[src/rtl/controlador_lote_pkg.sv]
// Shared state codes and default sizing for the conveyor batch sequencer.
// State encoding is visible on the state port, so the codes are fixed.
package controlador_lote_pkg;

  typedef enum logic [1:0] {
    ST_IDLE  = 2'd0,
    ST_RUN   = 2'd1,
    ST_SWAP  = 2'd2,
    ST_EMERG = 2'd3
  } estado_t;

  localparam int BATCH_SIZE_DEF   = 10;
  localparam int IDLE_TIMEOUT_DEF = 5;
  localparam int ITEM_W_DEF       = 4;
  localparam int BATCH_W_DEF      = 8;
  localparam int TMO_W_DEF        = 3;

endpackage

[src/rtl/detector_borda.sv]
// Rising-edge detector: pulse is combinational from din and the registered previous sample.
// Zero latency on the pulse; the sample register updates every cycle, no backpressure.
module detector_borda (
  input  logic clk,
  input  logic rst,
  input  logic din,
  output logic pulse
);

  logic prev_q;
  logic prev_d;

  always_comb begin
    prev_d = din;
  end

  always_ff @(posedge clk or negedge rst) begin
    if (!rst) begin
      prev_q <= 1'b0;
    end else begin
      prev_q <= prev_d;
    end
  end

  assign pulse = din & ~prev_q;

endmodule

[src/rtl/controlador_lote_esteira.sv]
// Conveyor batch sequencer: runs the belt, counts items into batches, halts for box swap/emergency.
// Every output is registered and reflects the inputs sampled on the previous clock edge.
module controlador_lote_esteira
  import controlador_lote_pkg::*;
#(
  parameter int BATCH_SIZE   = BATCH_SIZE_DEF,
  parameter int IDLE_TIMEOUT = IDLE_TIMEOUT_DEF,
  parameter int ITEM_W       = ITEM_W_DEF,
  parameter int BATCH_W      = BATCH_W_DEF,
  parameter int TMO_W        = TMO_W_DEF
) (
  input  logic               clk,
  input  logic               rst,
  input  logic               start,
  input  logic               stop,
  input  logic               perigo,
  input  logic               ack,
  input  logic               sensor,
  input  logic               box_ready,
  output logic               motor_en,
  output logic               LED_vd,
  output logic               LED_vm,
  output logic               starve,
  output logic               batch_done,
  output logic [ITEM_W-1:0]  item_count,
  output logic [BATCH_W-1:0] batch_count,
  output logic [1:0]         state
);

  localparam logic [ITEM_W-1:0] ITEM_FULL = ITEM_W'(BATCH_SIZE);
  localparam logic [ITEM_W-1:0] ITEM_LAST = ITEM_W'(BATCH_SIZE - 1);
  localparam logic [TMO_W-1:0]  TMO_LAST  = TMO_W'(IDLE_TIMEOUT - 1);

  estado_t            state_q, state_d;
  logic [ITEM_W-1:0]  item_q, item_d;
  logic [BATCH_W-1:0] batch_q, batch_d;
  logic [TMO_W-1:0]   tmo_q, tmo_d;
  logic               starve_q, starve_d;
  logic               done_q, done_d;
  logic               motor_q, motor_d;
  logic               vd_q, vd_d;
  logic               vm_q, vm_d;
  logic               item_evt;

  detector_borda u_borda (
    .clk   (clk),
    .rst   (rst),
    .din   (sensor),
    .pulse (item_evt)
  );

  always_comb begin
    state_d  = state_q;
    item_d   = item_q;
    batch_d  = batch_q;
    tmo_d    = tmo_q;
    starve_d = starve_q;
    done_d   = 1'b0;
    case (state_q)
      ST_IDLE: begin
        if (perigo) begin
          state_d = ST_EMERG;
        end else if (start && !stop) begin
          starve_d = 1'b0;
          tmo_d    = '0;
          // A batch interrupted during the swap resumes waiting for the new box
          state_d  = (item_q == ITEM_FULL) ? ST_SWAP : ST_RUN;
        end
      end
      ST_RUN: begin
        if (perigo) begin
          state_d = ST_EMERG;
        end else if (stop) begin
          state_d = ST_IDLE;
        end else if (item_evt) begin
          item_d = item_q + 1'b1;
          tmo_d  = '0;
          if (item_q == ITEM_LAST) begin
            state_d = ST_SWAP;
            done_d  = 1'b1;
            if (batch_q != '1) begin
              batch_d = batch_q + 1'b1;
            end
          end
        end else if (tmo_q == TMO_LAST) begin
          state_d  = ST_IDLE;
          starve_d = 1'b1;
          tmo_d    = '0;
        end else begin
          tmo_d = tmo_q + 1'b1;
        end
      end
      ST_SWAP: begin
        if (perigo) begin
          state_d = ST_EMERG;
        end else if (stop) begin
          state_d = ST_IDLE;
        end else if (box_ready) begin
          state_d = ST_RUN;
          item_d  = '0;
          tmo_d   = '0;
        end
      end
      default: begin
        if (ack && !perigo) begin
          state_d = ST_IDLE;
        end
      end
    endcase

    motor_d = (state_d == ST_RUN);
    vd_d    = (state_d == ST_RUN);
    vm_d    = (state_d == ST_EMERG) || ((state_d == ST_SWAP) && !vm_q);
  end

  always_ff @(posedge clk or negedge rst) begin
    if (!rst) begin
      state_q  <= ST_IDLE;
      item_q   <= '0;
      batch_q  <= '0;
      tmo_q    <= '0;
      starve_q <= 1'b0;
      done_q   <= 1'b0;
      motor_q  <= 1'b0;
      vd_q     <= 1'b0;
      vm_q     <= 1'b0;
    end else begin
      state_q  <= state_d;
      item_q   <= item_d;
      batch_q  <= batch_d;
      tmo_q    <= tmo_d;
      starve_q <= starve_d;
      done_q   <= done_d;
      motor_q  <= motor_d;
      vd_q     <= vd_d;
      vm_q     <= vm_d;
    end
  end

  assign motor_en    = motor_q;
  assign LED_vd      = vd_q;
  assign LED_vm      = vm_q;
  assign starve      = starve_q;
  assign batch_done  = done_q;
  assign item_count  = item_q;
  assign batch_count = batch_q;
  assign state       = state_q;

endmodule

[config.mk]
export PLATFORM = sky130hd
export DESIGN_NAME = controlador_lote_esteira
export DESIGN_NICKNAME = d
export VERILOG_FILES = /design/src/rtl/controlador_lote_pkg.sv /design/src/rtl/detector_borda.sv /design/src/rtl/controlador_lote_esteira.sv
export SDC_FILE = /design/constraint.sdc
export NUM_CORES = 1
export LEC_CHECK = 0
export BUFFER_PORTS_ARGS = -buffer_cell sky130_fd_sc_hd__clkbuf_2
export CAP_MARGIN = 20
export CELL_PAD_IN_SITES_DETAIL_PLACEMENT = 2
export CELL_PAD_IN_SITES_GLOBAL_PLACEMENT = 2
export CORE_MARGIN = 1.5
export CORE_UTILIZATION = 35
export CTS_CLUSTER_DIAMETER = 80
export DETAILED_ROUTE_END_ITERATION = 10
export MAX_ROUTING_LAYER = met4
export PLACE_DENSITY = 0.88
export RECOVER_POWER = 50
export SETUP_SLACK_MARGIN = 0.1
export SLEW_MARGIN = 20
export SYNTH_ARGS = -nofsm -noshare
export SYNTH_HDL_FRONTEND = slang
export SYNTH_SLANG_ARGS = --single-unit
[constraint.sdc]
create_clock -name clk -period 3.7 [get_ports clk]
set_input_delay 0.37 -clock clk [delete_from_list [all_inputs] [get_ports clk]]
set_output_delay 0.37 -clock clk [all_outputs]
set_load 0.01 [all_outputs]
==> flow_metrics.tcl, run 1 <==
set metrics [dict create \
    p_per_area_mw_per_mm2 488.3 \
    clock_latency_ns 0.32 \
    place_area_mm2 0.001399 \
    drt_wl_total_um 3248 \
    clkTransAtPathRegs_ns 0.14 \
    drtIter0Drc 27 \
    pwr-share-seq_pct 45.5 \
    ys_seq_elements 22 \
    area_growth_pct 16.51 \
    yosysWarnings 0 \
    holdWs_ns 0.1882 \
    final_hold_viol_count 0 \
    rrSetupSlack_ns 1.96 \
    viasPerCell 5.323 \
    tritoncts "done" \
    rows 21 \
    start_kind "flip-flop" \
    max_cap_violations 0 \
    max_freq_mhz 574.3 \
    synth.area.top_cells "dfrtp_1 45%, ha_1 6.1%, xor2_1 4.3%" \
    vdd_drop_max_uv 207.4 \
    dp.cells 191 \
    wire_per_inst_um 16.66 \
    hold_buffers 0 \
    dieArea_mm2 0.003894 \
    cp_cell_sequence "nor4bb_1 > o21ai_1 > a221o_1" \
    post_cts_resized 0 \
    fin_setup_tns_ns 0 \
    clock_skew_ns 0.01455 \
    ys_seq_area_share_pct 44.58 \
    yosys.cell_types.count 41 \
    dp_hpwl_um 2534 \
    internal_power_uw 461.0 \
    netlist_instances 122 \
    swShare_pct 34.39 \
    period_minus_slack_ns 1.741 \
    synth_compound_area_share_pct 12.97 \
    io_pins 27 \
    grt_pass1_wl_um 5540 \
    required_ns 3.92 \
    num_vias 1038 \
    grt_overflow 0 \
    clock-sinks 22 \
    tightest_slew_ns 1.218 \
    nNetsFinal 164 \
    grt_antenna_before_repair 0 \
    drive_gt1_share_pct 18.79 \
    grt_max_degree 23 \
    htree_num_levels 1 \
    rsz0062_at_grt "no" \
    grt_pass1_vias 1125 \
    period_share_pct 47.06 \
    yosys.area.top_type "dfrtp_1" \
    netlist_area_mm2 0.001235 \
    worst-path-max-fanout 13 \
    layout_common_cells "22 x dfrtp_1, 16 x clkbuf_2, 10 x nand2_1, 10 x clkbuf_1, 8 x nand3_1" \
    stdcell_count 195 \
    clockPowerShare_pct 26.8 \
    slew_headroom_pct 18.79 \
    antenna_left 0 \
    hold_path_class "input pin to flip-flop" \
    final_cell_area_mm2 0.001439 \
    n_antenna_cell 0 \
    clock_path_buffers 2 \
    synthMuxAreaShare_pct 1.824 \
    synth.top_cell.area_share_pct 44.58 \
    synth_edf_count 0 \
    final_common_cell "dfrtp_1" \
    p_comb_share_pct 27.7 \
    synth_xor_area_share_pct 4.255 \
    cts_buffers 3 \
    cp_slowest_cell "dfrtp_1" \
    gp_congestion 0.7807 \
    root_buffer "clkbuf_4" \
    core_region_area_mm2 0.003363 \
    first_pass_iters 4 \
    arrival_ns 1.96 \
    synth_top_family_by_area "simple AND/OR/NAND/NOR gates" \
    grt_use_total_pct 18.19 \
    power_uw 702.6 \
    die_h_um 62.40 \
    syn_area_per_cell_um2 10.12 \
    synth-async-reset-ratio_pct 100.0 \
    cts_setup_buffers 0 \
    synthSimpleGateAreaFrac_pct 26.55 \
    port_buffers 26 \
    synth_fa_ha_area_share_pct 6.079 \
    drcViolationCount 0 \
    crit_type "flip-flop to flip-flop" \
    p_sw_uw 241.6 \
    synthFlopType "dfrtp_1" \
    initial_core_util_pct 36.72 \
    setup-violations-final 0 \
    slowest_delay_ns 0.56 \
    status "complete, no violations" \
    leakage_uw 0.0006654 \
    die_w_um 62.40 \
    syn-num-nets 136 \
    drv_slew 0 \
    endpoint_kind "flip-flop" \
]
==> sequential cells by signal (all words and copies together) (netlist names) <==
signal          count
starve              1
batch_done          1
LED_vd              1
item_count          4
tmo_q               3
LED_vm              1
batch_count         8
state               2
u_borda.prev_q      1
==> metrics by stage <==
stage	util (%)	setup WS, ns
after floorplan	-	2.148
after global placement	41.59	2.059
after detailed placement	41.59	2.006
after CTS	43.15	1.923
after global routing	42.78	1.761
final	42.78	1.959
==> cells by family after synthesis <==
family,count (synthesis)
buffers and inverters,9
AND/OR/NAND/NOR,53
XOR/XNOR,6
flip-flops,22
multiplexers,2
adder cells (fa/ha/maj),6
AO/OA/AOI/OAI,24
==> cell usage after synthesis, drive strengths merged (2+ instances only) <==
cell / n
a21oi: 2
ha: 6
nand4: 2
a22o: 2
inv: 6
nand2b: 3
nand3: 8
a31oi: 2
nor2b: 5
nor4b: 2
o21ai: 9
buf: 3
o211ai: 2
mux2: 2
nor3: 4
nand2: 10
nor4: 3
and3b: 2
xor2: 6
nor2: 7
dfrtp: 22
==> path summary, 6_finish.rpt <==
| check | from | to | depth (start not counted) |
|---|---|---|---|
| min reg2reg | batch_count[7]$_DFFE_PN0P_ | batch_count[7]$_DFFE_PN0P_ | 1 |
| max reg2reg | state[1]$_DFF_PN0_ | item_count[3]$_DFFE_PN0P_ | 3 |
| max | state[1]$_DFF_PN0_ | item_count[3]$_DFFE_PN0P_ | 3 |
| min | sensor | u_borda.prev_q$_DFF_PN0_ | 1 |
| max in group asynchronous | rst | tmo_q[0]$_DFFE_PN0P_ | 1 |
| min in group asynchronous | rst | batch_count[1]$_DFFE_PN0P_ | 1 |
==> routing by layer <==
layer,track usage (%),vias to the layer above,routed length [um]
li1,-,489,-
met1,20.69,520,1364
met2,33.06,23,1720
met3,1.982,6,111
met4,6.389,0,52
met5,-,-,0
==> layout make-up <==
cell class | count | area [um^2]
Clock buffer | 3 | 22.52
Clock inverter | 1 | 30.03
Fill cell | 403 | 1924
Inverter | 6 | 22.52
Multi-Input combinational cell | 91 | 638.1
Sequential cell | 22 | 550.5
Tap cell | 46 | 57.56
Timing Repair Buffer | 26 | 117.6
==> critical path, delay by kind of cell (launching register included) <==
| family | cells | cell delay (ns) |
|---|---|---|
| AND/OR/NAND/NOR | 1 | 0.45 |
| AO/OA/AOI/OAI | 2 | 0.63 |
| flip-flops | 1 | 0.56 |
==> power by group through the flow <==
stage	logic (uW)	registers, uW	clock network, uW
after detailed placement	197	325	0
after global routing	214	328	203
final	195	320	188
after CTS	201	320	192
after floorplan	142	312	0
after global placement	188	318	0
No activity file was read; power rests on OpenSTA's default activity.
==> inputs of run 2 (changes only) <==
--- a/config.mk
+++ b/config.mk
@@ -5,16 +5,17 @@
 export SDC_FILE = /design/constraint.sdc
 export NUM_CORES = 1
 export LEC_CHECK = 0
+export ABC_AREA = 1
 export BUFFER_PORTS_ARGS = -buffer_cell sky130_fd_sc_hd__clkbuf_2
 export CAP_MARGIN = 20
 export CELL_PAD_IN_SITES_DETAIL_PLACEMENT = 2
 export CELL_PAD_IN_SITES_GLOBAL_PLACEMENT = 2
 export CORE_MARGIN = 1.5
-export CORE_UTILIZATION = 35
+export CORE_UTILIZATION = 32
 export CTS_CLUSTER_DIAMETER = 80
 export DETAILED_ROUTE_END_ITERATION = 10
 export MAX_ROUTING_LAYER = met4
-export PLACE_DENSITY = 0.88
+export PLACE_DENSITY = 0.85
 export RECOVER_POWER = 50
 export SETUP_SLACK_MARGIN = 0.1
 export SLEW_MARGIN = 20
==> constraint.sdc (replaced) <==
create_clock -name clk -period 1.61 [get_ports clk]
set_input_delay 0.161 -clock clk [delete_from_list [all_inputs] [get_ports clk]]
set_output_delay 0.161 -clock clk [all_outputs]
set_load 0.01 [all_outputs]
==> flow_metrics.tcl, run 2 <==
set metrics [dict create \
    status "complete, no violations" \
    netlist_instances 173 \
    clockPowerShare_pct 16.3 \
    num_vias 1277 \
    vdd_drop_max_uv 771.2 \
    nNetsFinal 226 \
    layout_common_cells "30 x nand2_1, 21 x dfrtp_1, 21 x inv_1" \
    required_ns 1.77 \
    antenna_left 0 \
    worst-path-max-fanout 13 \
    clkTransAtPathRegs_ns 0.08 \
    grt_pass1_vias 1392 \
    multi_input_area_um2 758.2 \
    io_pins 27 \
    finish.utilization_pct 42.44 \
    critPathBufInv 1 \
    initial_core_util_pct 34.30 \
    gp_congestion 0.8223 \
    clock_path_buffers 2 \
    regArea_um2 551.8 \
    area_growth_pct 23.76 \
    max_cap_violations 0 \
    clock_latency_ns 0.27 \
    netlist_area_mm2 0.001411 \
    tritoncts "done" \
    period_share_pct 91.58 \
    grt_pass1_wl_um 6527 \
    final_hold_viol_count 0 \
    ys_seq_area_share_pct 39.01 \
    n_antenna_cell 0 \
    setup-violations-final 0 \
    path_delay_family "simple AND/OR/NAND/NOR gates" \
    slowest_delay_ns 0.39 \
    start_kind "flip-flop" \
    yosys.area.top_type "dfrtp_1" \
    tightest_slew_ns 0.6032 \
    drv_slew 0 \
    drtIter0Drc 57 \
    wire_per_inst_um 14.52 \
    cp_cell_sequence "ha_2 > nand2_1 > nor2_4 > nand4_1 > nand2_2 > nor2_4 > buf_12 > xor2_1" \
    internal_power_uw 1391 \
    yosysMostFrequentCell "nand2_1" \
    port_buffers 26 \
    max_freq_mhz 678.2 \
    rows 23 \
    cp_slowest_cell "dfrtp_1" \
    crit_top_cell "nor2_4" \
    synthFlopType "dfrtp_1" \
    p_sw_uw 1145 \
    syn_area_per_cell_um2 8.158 \
    ys_seq_elements 22 \
    first_pass_iters 4 \
    synth_commonest_cells "32 x nand2_1, 23 x inv_1, 22 x dfrtp_1" \
    core_region_area_mm2 0.004115 \
    cts_buffers 3 \
    largest_reg_flops 8 \
    p_per_area_mw_per_mm2 1452 \
    period_minus_slack_ns 1.474 \
    crit_type "flip-flop to flip-flop" \
    leakage_uw 0.0008758 \
    drcViolationCount 0 \
    viasPerCell 4.893 \
    drt_wl_total_um 3789 \
    synth_edf_count 0 \
    pwr-share-seq_pct 35.5 \
    die_h_um 69.41 \
    holdWs_ns 0.09809 \
    root_buffer "clkbuf_8" \
    slew_headroom_pct 59.79 \
    rsz0062_at_grt "yes" \
    num-fill-cells 487 \
    drive_gt1_share_pct 36.49 \
    clock-sinks 22 \
    dieArea_mm2 0.004818 \
    die_w_um 69.41 \
    yosys.cell_types.count 27 \
    synth-async-reset-ratio_pct 100.0 \
    dp_hpwl_um 3063 \
    syn-num-nets 187 \
    hold_path_class "input pin to flip-flop" \
    grt_max_degree 23 \
    grt_antenna_before_repair 0 \
    yosysWarnings 0 \
    arrival_ns 1.64 \
    synth.top_cell.area_share_pct 39.01 \
    grt_use_total_pct 17.21 \
    final_common_cell "nand2_1" \
    endpoint_kind "flip-flop" \
    synth.area.top_cells "dfrtp_1 39%, nand2_1 8.5%, inv_1 6.1%" \
    p_comb_share_pct 48.2 \
    clock_skew_ns 0.001852 \
    swShare_pct 45.15 \
    fin_setup_tns_ns 0 \
    grt_overflow 0 \
    htree_num_levels 1 \
]
-- run 2: layer usage --
metal	vias up	track usage, %	wire length, um
li1	614	-	-
met1	632	20.78	1664
met2	28	30.56	1975
met3	3	2.180	111
met4	0	3.922	38
met5	-	-	0
-- run 2: area by class of cell --
type	count	share of cell area, %
clock buffers	4	3.152
inverters	28	6.304
flip-flops and latches	22	31.59
multi-input cells	121	43.41
repair buffers	36	11.96
well taps	50	3.582
-- run 2: path summary, 6_finish.rpt --
check	end	slack, ns	from	cells past startpoint
max reg2reg	batch_count[0]$_DFFE_PN0P_	0.14	batch_count[1]$_DFFE_PN0P_	8
min in group asynchronous	tmo_q[2]$_DFFE_PN0P_	0.42	rst	2
max in group asynchronous	state[1]$_DFF_PN0_	0.76	rst	2
min	u_borda.prev_q$_DFF_PN0_	0.1	sensor	1
max	batch_count[0]$_DFFE_PN0P_	0.14	batch_count[1]$_DFFE_PN0P_	8
min reg2reg	starve$_DFFE_PN0P_	0.53	starve$_DFFE_PN0P_	1
-- run 2: worst reg2reg max path, stage by stage, from the launching register on --
cell and delay, ns:
dfrtp_1 0.39, ha_2 0.19, nand2_1 0.08, nor2_4 0.14, nand4_1 0.11, nand2_2 0.13, nor2_4 0.05, buf_12 0.14
xor2_1 0.14
-- run 2: timing repair --
| item | in CTS | in global routing |
|---|---|---|
| buffers inserted | 1 | 6 |
| setup endpoints to repair | 6 | 15 |
| pin swaps | 0 | 4 |
| endpoints found under the hold margin | 22 | 0 |
| hold buffers | 1 | 0 |
| resized for setup | 0 | 11 |
-- run 2: cells by family (layout without fill, tap and decap cells) --
kind of cell	Yosys count	after routing	synth area share, %
xor+xnor	8	8	4.965
compound gates	21	21	11.17
fa+ha+maj	6	6	5.319
simple gates	86	86	30.14
flops	22	22	39.01
buf+inv	30	68	9.397
-- run 2: power groups by stage --
stage	sequential, uW	clock, uW	combinational (uW)
floorplan	933	0	736
global placement	886	0	1090
detailed placement	904	0	1160
CTS	895	418	1180
global route	928	446	1380
finish	901	413	1220
-- run 2: metrics by stage --
step                      setup slack [ns]  power [uW]  area [um^2]  instances
after floorplan                     0.1547        1669         1411        173
after CTS                           0.1030        2490         1682        255
final                               0.1355        2536         1747        261
after global placement              0.1432        1978         1609        249
after detailed placement           0.07426        2069         1609        249
after global routing               0.07719        2750         1747        261
==> inputs of run 3 (changes only) <==
--- a/config.mk
+++ b/config.mk
@@ -5,17 +5,16 @@
 export SDC_FILE = /design/constraint.sdc
 export NUM_CORES = 1
 export LEC_CHECK = 0
-export ABC_AREA = 1
 export BUFFER_PORTS_ARGS = -buffer_cell sky130_fd_sc_hd__clkbuf_2
 export CAP_MARGIN = 20
 export CELL_PAD_IN_SITES_DETAIL_PLACEMENT = 2
 export CELL_PAD_IN_SITES_GLOBAL_PLACEMENT = 2
 export CORE_MARGIN = 1.5
-export CORE_UTILIZATION = 32
+export CORE_UTILIZATION = 33
 export CTS_CLUSTER_DIAMETER = 80
 export DETAILED_ROUTE_END_ITERATION = 10
 export MAX_ROUTING_LAYER = met4
-export PLACE_DENSITY = 0.85
+export PLACE_DENSITY = 0.84
 export RECOVER_POWER = 50
 export SETUP_SLACK_MARGIN = 0.1
 export SLEW_MARGIN = 20
==> flow_metrics.tcl, run 3 (same netlist as run 1, synthesis figures left out) <==
set metrics [dict create \
    die_h_um 64.18 \
    n_antenna_cell 0 \
    hold_path_class "input pin to flip-flop" \
    slew_headroom_pct 58.96 \
    drive_gt1_share_pct 46.86 \
    largest_reg_flops 8 \
    num-fill-cells 386 \
    drv_slew 0 \
    start_kind "flip-flop" \
    grt_pass1_wl_um 6775 \
    dieArea_mm2 0.004118 \
    rows 22 \
    cp_slowest_cell "dfrtp_1" \
    period_minus_slack_ns 1.669 \
    crit_type "flip-flop to flip-flop" \
    drcViolationCount 0 \
    first_pass_iters 4 \
    slowest_delay_ns 0.41 \
    io_pins 27 \
    max_cap_violations 0 \
    max_freq_mhz 599.0 \
    layout_common_cells "20 x dfrtp_1, 19 x clkbuf_2, 18 x buf_4" \
    clock_path_buffers 2 \
    clock_skew_ns 0.004412 \
    port_buffers 26 \
    period_share_pct 103.7 \
    place_area_mm2 0.001484 \
    critPathBufInv 1 \
    hp-start "sensor" \
    area_growth_pct 52.58 \
    drtIter0Drc 49 \
    setup-violations-final 5 \
    initial_core_util_pct 33.99 \
    failed_checks "negative setup slack" \
    die_w_um 64.18 \
    root_buffer "clkbuf_8" \
    p_per_area_mw_per_mm2 1037 \
    drt_wl_total_um 4902 \
    grt_max_degree 23 \
    gp_congestion 0.8498 \
    clock-sinks 22 \
    antenna_left 0 \
    nNetsFinal 190 \
    endpoint_kind "flip-flop" \
    clkTransAtPathRegs_ns 0.09 \
    viasPerCell 5.561 \
    tightest_slew_ns 0.6156 \
    cp_cell_sequence "and4bb_2 > nand4_4 > buf_6 > nor3_4 > xor2_1" \
    rsz0062_at_grt "yes" \
    core_region_area_mm2 0.003633 \
    status "finished with violations" \
    grt_pass1_vias 1313 \
    path_delay_family "simple AND/OR/NAND/NOR gates" \
    place_ws_ns -0.02624 \
    grt_antenna_before_repair 0 \
    cts_buffers 3 \
    final_hold_viol_count 0 \
    timing.rr.start "u_borda.prev_q$_DFF_PN0_" \
    wire_per_inst_um 21.98 \
    required_ns 1.78 \
    htree_num_levels 1 \
    arrival_ns 1.84 \
    layout_setup_ws_ns -0.05939 \
    final_common_cell "dfrtp_1" \
    tritoncts "done" \
    vdd_drop_max_uv 595.7 \
    worst-path-max-fanout 5 \
    num_vias 1240 \
    leakage_uw 0.0008535 \
    final_cell_area_mm2 0.001884 \
    grt_use_total_pct 22.29 \
    dp_hpwl_um 2615 \
    multi_input_area_um2 848.3 \
    clock_latency_ns 0.27 \
    regArea_um2 553.0 \
    grt_overflow 0 \
    crit_path_start "u_borda.prev_q$_DFF_PN0_" \
]
[run 3: cell types whose count changed in the layout (fill, tap and decap cells not counted), moves of 8 or more]
cell	before	now
nand2_2	13	0
inv_1	21	6
nor2_1	16	3
o21ai_2	10	2
nand2_1	30	10
buf_4	8	18
[run 3: final timing paths]
path                       slack [ns]  cells past startpoint                          to
min in group asynchronous        0.44                      2  batch_count[2]$_DFFE_PN0P_
max in group asynchronous        0.74                      2          state[1]$_DFF_PN0_
min                              0.13                      1    u_borda.prev_q$_DFF_PN0_
min reg2reg                      0.52                      1  batch_count[7]$_DFFE_PN0P_
max reg2reg                     -0.06                      5  batch_count[3]$_DFFE_PN0P_
max                             -0.06                      5  batch_count[3]$_DFFE_PN0P_
[run 3: layer usage]
metal / global-route usage [%] / share of wire (%)
met1: 24.92 / 39
met2: 41.41 / 55
met3: 2.289 / 2.5
met4: 7.181 / 3.8
met5: - / 0
[run 3: where the power goes]
group / switching [uW] / internal (uW) / leakage, uW
logic: 460 / 380 / 0.000538
clock network: 194 / 218 / 0.0000288
registers: 80.6 / 621 / 0.000287
[run 3: layout make-up]
cell class / count / area share, %
well taps: 48 / 3.187
inverters: 6 / 1.195
flip-flops and latches: 22 / 29.35
repair buffers: 52 / 18.33
clock buffers: 4 / 2.922
multi-input cells: 91 / 45.02
[run 3: what timing repair did]
| item | in CTS | in global routing |
|---|---|---|
| buffers inserted | 10 | 5 |
| resized for setup | 14 | 36 |
| setup endpoints to repair | 15 | 20 |
| pin swaps | 3 | 13 |
| hold buffers | 1 | 0 |
| endpoints found under the hold margin | 22 | 0 |
[run 3: stage by stage]
step           util [%]  hold WS [ns]  std cells  setup TNS, ns  total power, uW
2_1_floorplan         -       -0.1346        122              0             1042
4_1_cts           46.21       0.04331        218              0             1800
3_3_place_gp      40.84        0.1778        203              0             1235
5_1_grt           51.86        0.1076        223        -0.7327             2062
3_5_place_dp      40.84        0.1928        203       -0.07175             1273
6_report          51.86        0.1306        223        -0.1479             1955
